File: src/rtl/mips_pkg.sv
// -----------------------------------------------------------------------------
// mips_pkg
// Shared pipeline definitions. Holds the EX-stage operand mux select encodings
// used by both the hazard scoreboard and the EX mux. It also holds the
// countdown-to-select decode shared by every scoreboard entry.
// -----------------------------------------------------------------------------
package mips_pkg;

    // EX operand mux selects
    typedef enum logic [1:0] {
        FWD_REGFILE = 2'b00,  // operand comes from the register file
        FWD_MEMWB   = 2'b01,  // bypass from the MEM/WB register
        FWD_EXMEM   = 2'b10   // bypass from the EX/MEM register
    } fwd_sel_t;

    // A countdown at or above this value means the result is not yet on any
    // bypass path when the consumer reaches EX.
    localparam logic [31:0] CNT_NOT_READY = 32'd4;

    // Countdown value seen at ID -> where the consumer picks the value up in EX.
    // 3: the producer sits in EX/MEM next cycle; 2: in MEM/WB; <=1: regfile.
    function automatic fwd_sel_t fwd_classify(input logic [31:0] cnt);
        if (cnt == 32'd3) begin
            return FWD_EXMEM;
        end else if (cnt == 32'd2) begin
            return FWD_MEMWB;
        end
        return FWD_REGFILE;
    endfunction

endpackage

File: src/rtl/hazard_scoreboard_entry.sv
// -----------------------------------------------------------------------------
// sb_entry
// Countdown for one architectural register. It loads when a new producer
// issues and drains by one per cycle otherwise. It decodes the count into a
// ready flag and a forward select for a consumer in ID.
// Ports:
//   clk, reset     clock, asynchronous active-low reset
//   load_i         a producer of this register issues this cycle
//   load_val_i     countdown start value (producer latency + 2)
//   cnt_o          current countdown (pre-update)
//   sel_o          forward select for a consumer issuing this cycle
//   ready_o        a consumer issuing this cycle can be bypassed
// -----------------------------------------------------------------------------
module sb_entry
    import mips_pkg::*;
#(
    parameter int CNT_W = 3
) (
    input  logic             clk,
    input  logic             reset,
    input  logic             load_i,
    input  logic [CNT_W-1:0] load_val_i,
    output logic [CNT_W-1:0] cnt_o,
    output fwd_sel_t         sel_o,
    output logic             ready_o
);

    logic [CNT_W-1:0] cnt_q;
    logic [CNT_W-1:0] cnt_d;

    always_comb begin
        // NOTE: every always_comb output gets a default first, so no path can infer a latch.
        cnt_d = cnt_q;
        if (load_i) begin
            cnt_d = load_val_i;                 // a new producer overrides the drain
        end else if (cnt_q != '0) begin
            cnt_d = cnt_q - CNT_W'(1);
        end
    end

    // NOTE: the counter is pipeline state and must clear on reset; a stale count would stall the first instruction.
    always_ff @(posedge clk or negedge reset) begin
        if (!reset) begin
            // NOTE: non-blocking assignments in clocked blocks keep every register sampling pre-edge values.
            cnt_q <= '0;
        end else begin
            cnt_q <= cnt_d;
        end
    end

    assign cnt_o   = cnt_q;
    assign sel_o   = fwd_classify(32'(cnt_q));
    assign ready_o = 32'(cnt_q) < CNT_NOT_READY;

endmodule

File: src/rtl/hazard_scoreboard.sv
// -----------------------------------------------------------------------------
// hazard_scoreboard
// Tracks in-flight register writes with a per-register countdown. Decides at ID
// whether the instruction can issue (RAW-not-ready and WAW-reordering stalls).
// Produces registered EX forward selects for the issued instruction.
// Ports:
//   clk, reset               clock, asynchronous active-low reset
//   id_valid, id_flush       ID holds an instruction / kill it this cycle
//   id_rs, id_rt             source registers; id_use_rs/id_use_rt: actually read
//   id_we, id_rd, id_lat     destination write enable, address, producer latency
//   stall, issue             combinational hold request / instruction leaves ID
//   ex_valid                 registered: EX holds an issued instruction
//   forwardA, forwardB       registered EX mux selects for rs / rt
// -----------------------------------------------------------------------------
module hazard_scoreboard
    import mips_pkg::*;
#(
    parameter int ADDR_W  = 5,
    parameter int MAX_LAT = 4,
    parameter int LAT_W   = $clog2(MAX_LAT + 1)
) (
    input  logic              clk,
    input  logic              reset,
    input  logic              id_valid,
    input  logic              id_flush,
    input  logic [ADDR_W-1:0] id_rs,
    input  logic [ADDR_W-1:0] id_rt,
    input  logic              id_use_rs,
    input  logic              id_use_rt,
    input  logic              id_we,
    input  logic [ADDR_W-1:0] id_rd,
    input  logic [LAT_W-1:0]  id_lat,
    output logic              stall,
    output logic              issue,
    output logic              ex_valid,
    output logic [1:0]        forwardA,
    output logic [1:0]        forwardB
);

    localparam int NREG  = 1 << ADDR_W;
    localparam int CNT_W = $clog2(MAX_LAT + 3);

    logic [CNT_W-1:0] cnt_arr [NREG];
    fwd_sel_t         sel_arr [NREG];
    logic             rdy_arr [NREG];

    logic [CNT_W-1:0] load_val;
    logic             load_en;
    fwd_sel_t         rs_sel, rt_sel;
    logic             rs_ok, rt_ok, raw, waw, live;

    logic             ex_valid_q, ex_valid_d;
    fwd_sel_t         fwd_a_q, fwd_a_d;
    fwd_sel_t         fwd_b_q, fwd_b_d;

    // Latency 0 is treated as a single-cycle ALU producer.
    always_comb begin
        load_val = ((id_lat == '0) ? CNT_W'(1) : CNT_W'(id_lat)) + CNT_W'(2);
    end

    // Register 0 never has a pending write.
    assign cnt_arr[0] = '0;
    assign sel_arr[0] = FWD_REGFILE;
    assign rdy_arr[0] = 1'b1;

    for (genvar r = 1; r < NREG; r++) begin : g_entry
        sb_entry #(
            .CNT_W (CNT_W)
        ) u_entry (
            .clk        (clk),
            .reset      (reset),
            .load_i     (load_en && (id_rd == ADDR_W'(r))),
            .load_val_i (load_val),
            .cnt_o      (cnt_arr[r]),
            .sel_o      (sel_arr[r]),
            .ready_o    (rdy_arr[r])
        );
    end

    // Sources see pre-update counts, so an instruction that reads and writes
    // the same register is matched against the older producer.
    always_comb begin
        rs_sel  = id_use_rs ? sel_arr[id_rs] : FWD_REGFILE;
        rt_sel  = id_use_rt ? sel_arr[id_rt] : FWD_REGFILE;
        rs_ok   = !id_use_rs || rdy_arr[id_rs];
        rt_ok   = !id_use_rt || rdy_arr[id_rt];
        raw     = !(rs_ok && rt_ok);
        // An older, slower write still due after ours would land last.
        waw     = id_we && (id_rd != '0) && (cnt_arr[id_rd] > load_val);
        // A flushed instruction neither stalls nor loads the scoreboard.
        live    = id_valid && !id_flush;
        stall   = live && (raw || waw);
        issue   = live && !stall;
        load_en = issue && id_we && (id_rd != '0);
    end

    // Anything that does not issue becomes a bubble with register-file selects.
    always_comb begin
        ex_valid_d = issue;
        fwd_a_d    = issue ? rs_sel : FWD_REGFILE;
        fwd_b_d    = issue ? rt_sel : FWD_REGFILE;
    end

    always_ff @(posedge clk or negedge reset) begin
        if (!reset) begin
            ex_valid_q <= 1'b0;
            fwd_a_q    <= FWD_REGFILE;
            fwd_b_q    <= FWD_REGFILE;
        end else begin
            ex_valid_q <= ex_valid_d;
            fwd_a_q    <= fwd_a_d;
            fwd_b_q    <= fwd_b_d;
        end
    end

    assign ex_valid = ex_valid_q;
    assign forwardA = fwd_a_q;
    assign forwardB = fwd_b_q;

endmodule

File: config.mk
export PLATFORM = sky130hd
export DESIGN_NAME = hazard_scoreboard
export DESIGN_NICKNAME = d
export VERILOG_FILES = /design/src/rtl/mips_pkg.sv /design/src/rtl/hazard_scoreboard_entry.sv /design/src/rtl/hazard_scoreboard.sv
export SDC_FILE = /design/constraint.sdc
export NUM_CORES = 1
export LEC_CHECK = 0
export ABC_AREA = 1
export CAP_MARGIN = 20
export CORE_MARGIN = 2
export CORE_UTILIZATION = 62
export CTS_CLUSTER_DIAMETER = 200
export CTS_CLUSTER_SIZE = 14
export DETAILED_ROUTE_END_ITERATION = 16
export HOLD_SLACK_MARGIN = 0.06
export PLACE_DENSITY = 0.87
export SLEW_MARGIN = 15
export SYNTH_ARGS = -nofsm -noshare
export SYNTH_HDL_FRONTEND = slang
export SYNTH_SLANG_ARGS = --single-unit
File: constraint.sdc
create_clock -name clk -period 7.1 [get_ports clk]
set_input_delay 1.42 -clock clk [delete_from_list [all_inputs] [get_ports clk]]
set_output_delay 1.42 -clock clk [all_outputs]
set_load 0.1 [all_outputs]
==> results.yml <==
global_route:
  gr-usage-met2_pct: 61.5
  overflow: 0
  busiest_layer: "met2"
  track_usage_pct: 40.2
  gr-usage-met3_pct: 9.84
  antenna_found_initial: 0
  grt_max_degree: 61
  grt_use_met1_pct: 54.2
  grt_pass1_wl_um: 52000
  grt_pass1_vias: 9497
yosys:
  seq_area_frac_synth_pct: 24.8
  synth_xor_area_share_pct: 3.46
  synth_compound_area_share_pct: 15.2
  synth_area_um2: 9880
  ys_top_cells_by_count: "320 x nand2_1, 199 x inv_1, 124 x nand3_1"
  synth.distinct_cells: 40
  synth_top_family_by_area: "simple AND/OR/NAND/NOR gates"
  synth_top_area_share_pct: 24.8
  yosysWarnings: 0
  mappedNetlistNets: 1562
  yosys-top-cells-area: "dfrtp_1 25%, ha_1 14%, nand2_1 12%"
  synthAdderAreaFrac_pct: 14.4
  postSynthAreaPerCell_um2: 6.94
  synth.most_common_cell: "nand2_1"
  synth-main-ff-cell: "dfrtp_1"
  synth_edf_count: 0
  synthMuxAreaShare_pct: 0.912
  synth_cells: 1423
  synthSimpleGateAreaFrac_pct: 29.9
  ys_ff_latch: 98
  ys_async_sr_fraction_pct: 100
  synth_area_leader_cell: "dfrtp_1"
place:
  dpl-instance-area_um2: 10300
  io_buffers: 31
  gp_congestion: 1.03
  dp_hpwl_um: 24100
  dp_cells: 1629
  dpl_worst_slack_ns: 0.846
setup_path:
  critPathKind: "input pin to primary output"
  r2r_end: "g_entry[13].u_entry.cnt_o[0]$_DFFE_PN0P_"
  arrival_ns: 5.01
  r2r_setup_slack_ns: 3.43
  critPathCaptureType: "primary output"
  start_kind: "input pin"
  r2r.worst_path.cells: 16
  cp_max_fo: 21
  crit_required_ns: 5.68
  cp-startpoint: "id_rd[0]"
  rr_startpoint: "g_entry[27].u_entry.cnt_o[1]$_DFFE_PN0P_"
drt:
  drc: 0
  drtPass1Iterations: 6
  drt_first_iter_violations: 1515
  ant_nets: 0
  wire_per_inst_um: 20.3
  num_vias: 10400
  wirelength_um: 33500
  vias_per_cell: 6.30
timing:
  setup-tns-final_ns: 0
  post-route-worst-setup-slack_ns: 0.670
  hold_violations: 0
  max_freq_ghz: 0.156
  setup_viol: 0
  period_share_pct: 90.6
  skew_ns: 0.0170
  worst_slew_pin_slew_ns: 0.977
  report.final.slew_viol_count: 0
  relSlewSlack_pct: 34.7
  period_needed_ns: 6.43
  rsz0062_at_grt: "false"
clock_tree:
  cts_resized: 0
  cts_hold_buffers: 0
  post_cts_buffers: 0
  cts_tree: "yes"
  clock_latency_ns: 0.37
  path_clk_slew_ns: 0.08
  numCtsBuffers: 9
  root_buffer: "clkbuf_16"
  clock_path_buffers: 2
  clock-sinks: 98
  cts_max_level: 3
floorplanning:
  die_w_um: 130
  num_rows: 46
  ios: 32
  dieHeight_um: 130
  core-area_um2: 15700
  start_util_pct: 62.9
  floorplan.die_area_um2: 17000
power:
  p_leak_uw: 0.00547
  power_density_nw_per_um2: 401
  peakVddDrop_mv: 0.262
layout:
  layout.nets: 1563
  stdcell_count: 1645
  area_delta_synth_final_pct: 7.27
  drive_gt1_share_pct: 4.90
  fin_area_um2: 10600
  antenna_cells: 0
worst_hold_path:
  hold_end: "g_entry[25].u_entry.cnt_o[1]$_DFFE_PN0P_"
  holdPathStages: 2
  hp-class: "register to register"
  min_from: "g_entry[25].u_entry.cnt_o[1]$_DFFE_PN0P_"
run:
  cap_violations: 0
run_status:
  status: "finished clean"
## how the worst max path moves through the flow
| stage | cells past startpoint | slack (ns) | end |
|---|---|---|---|
| after global routing | 16 | 0.43 | stall |
| after detailed placement | 15 | 0.85 | issue |
| final | 15 | 0.67 | issue |
| after CTS | 16 | 0.84 | stall |
| after global placement | 16 | 1.01 | issue |
| after floorplan | 16 | 1.80 | stall |
## cell type report
type                       count  area, µm²
clock inverter                 5       37.5
timing repair buffer          54        500
clock buffer                  11        243
multi-input combinational   1055       6320
sequential                    98       2450
tap                          216        270
inverter                     206        773
fill                        1376       5110
## stage by stage
stage | hold WS [ns] | total power (µW) | util, %
6_report | 0.601 | 4250 | 67.5
5_1_grt | 0.640 | 4660 | 67.5
3_3_place_gp | 0.564 | 3550 | 65.7
3_5_place_dp | 0.564 | 3660 | 65.7
2_1_floorplan | 0.522 | 2970 | -
4_1_cts | 0.584 | 4170 | 67.5
## per-layer routing
metal  vias up  wire, µm
met5         -         0
met2       685     14400
met3       137      4290
met4         0      1370
met1      4771     13300
li1       4775         -
## power breakdown
group | switching [µW] | internal [µW] | leakage [µW]
logic | 1680 | 924 | 0.00417
clock network | 242 | 250 | 0.000132
registers | 298 | 855 | 0.00117
## logic make-up (layout without fill, tap and decap cells)
group / after synthesis / in the layout
buffers and inverters: 270 / 276
DFF: 98 / 98
muxes: 9 / 9
xor gates and xnor gates: 39 / 39
adders and majority gates: 114 / 114
AOI/OAI and AO/OA: 252 / 252
and+or+nand+nor: 641 / 641
## critical path, cell delays in order
cell             delay (ns)
clkdlybuf4s50_1        0.54
inv_1                  0.08
nor2_1                 0.46
inv_1                  0.51
nor2_1                 0.50
a32o_1                 0.19
a221oi_1               0.06
nand4_1                0.10
o21ai_0                0.11
ha_1                   0.30
nand3_1                0.07
nand3_2                0.11
nand3_2                0.11
nor2_4                 0.24
buf_12                 0.21
## placed cells by master, fill, tap and decap left out, types with 24 or more instances in the layout
cell type          n
a21oi_1           40
buf_4             24
clkdlybuf4s50_1   28
dfrtp_1           98
ha_1             114
inv_1            199
nand2_1          320
nand3_1          124
nand4_1           66
nor2_1            92
o21ai_0           85
o21ai_1           32
o22ai_1           35
xor2_1            37
## registers in the layout (all words and copies together), names as in the netlist
| register | flops |
|---|---|
| g_entry.u_entry.cnt_o | 93 |
| forwardA | 2 |
| forwardB | 2 |
| ex_valid | 1 |
No activity file was read; power rests on OpenSTA's default activity.
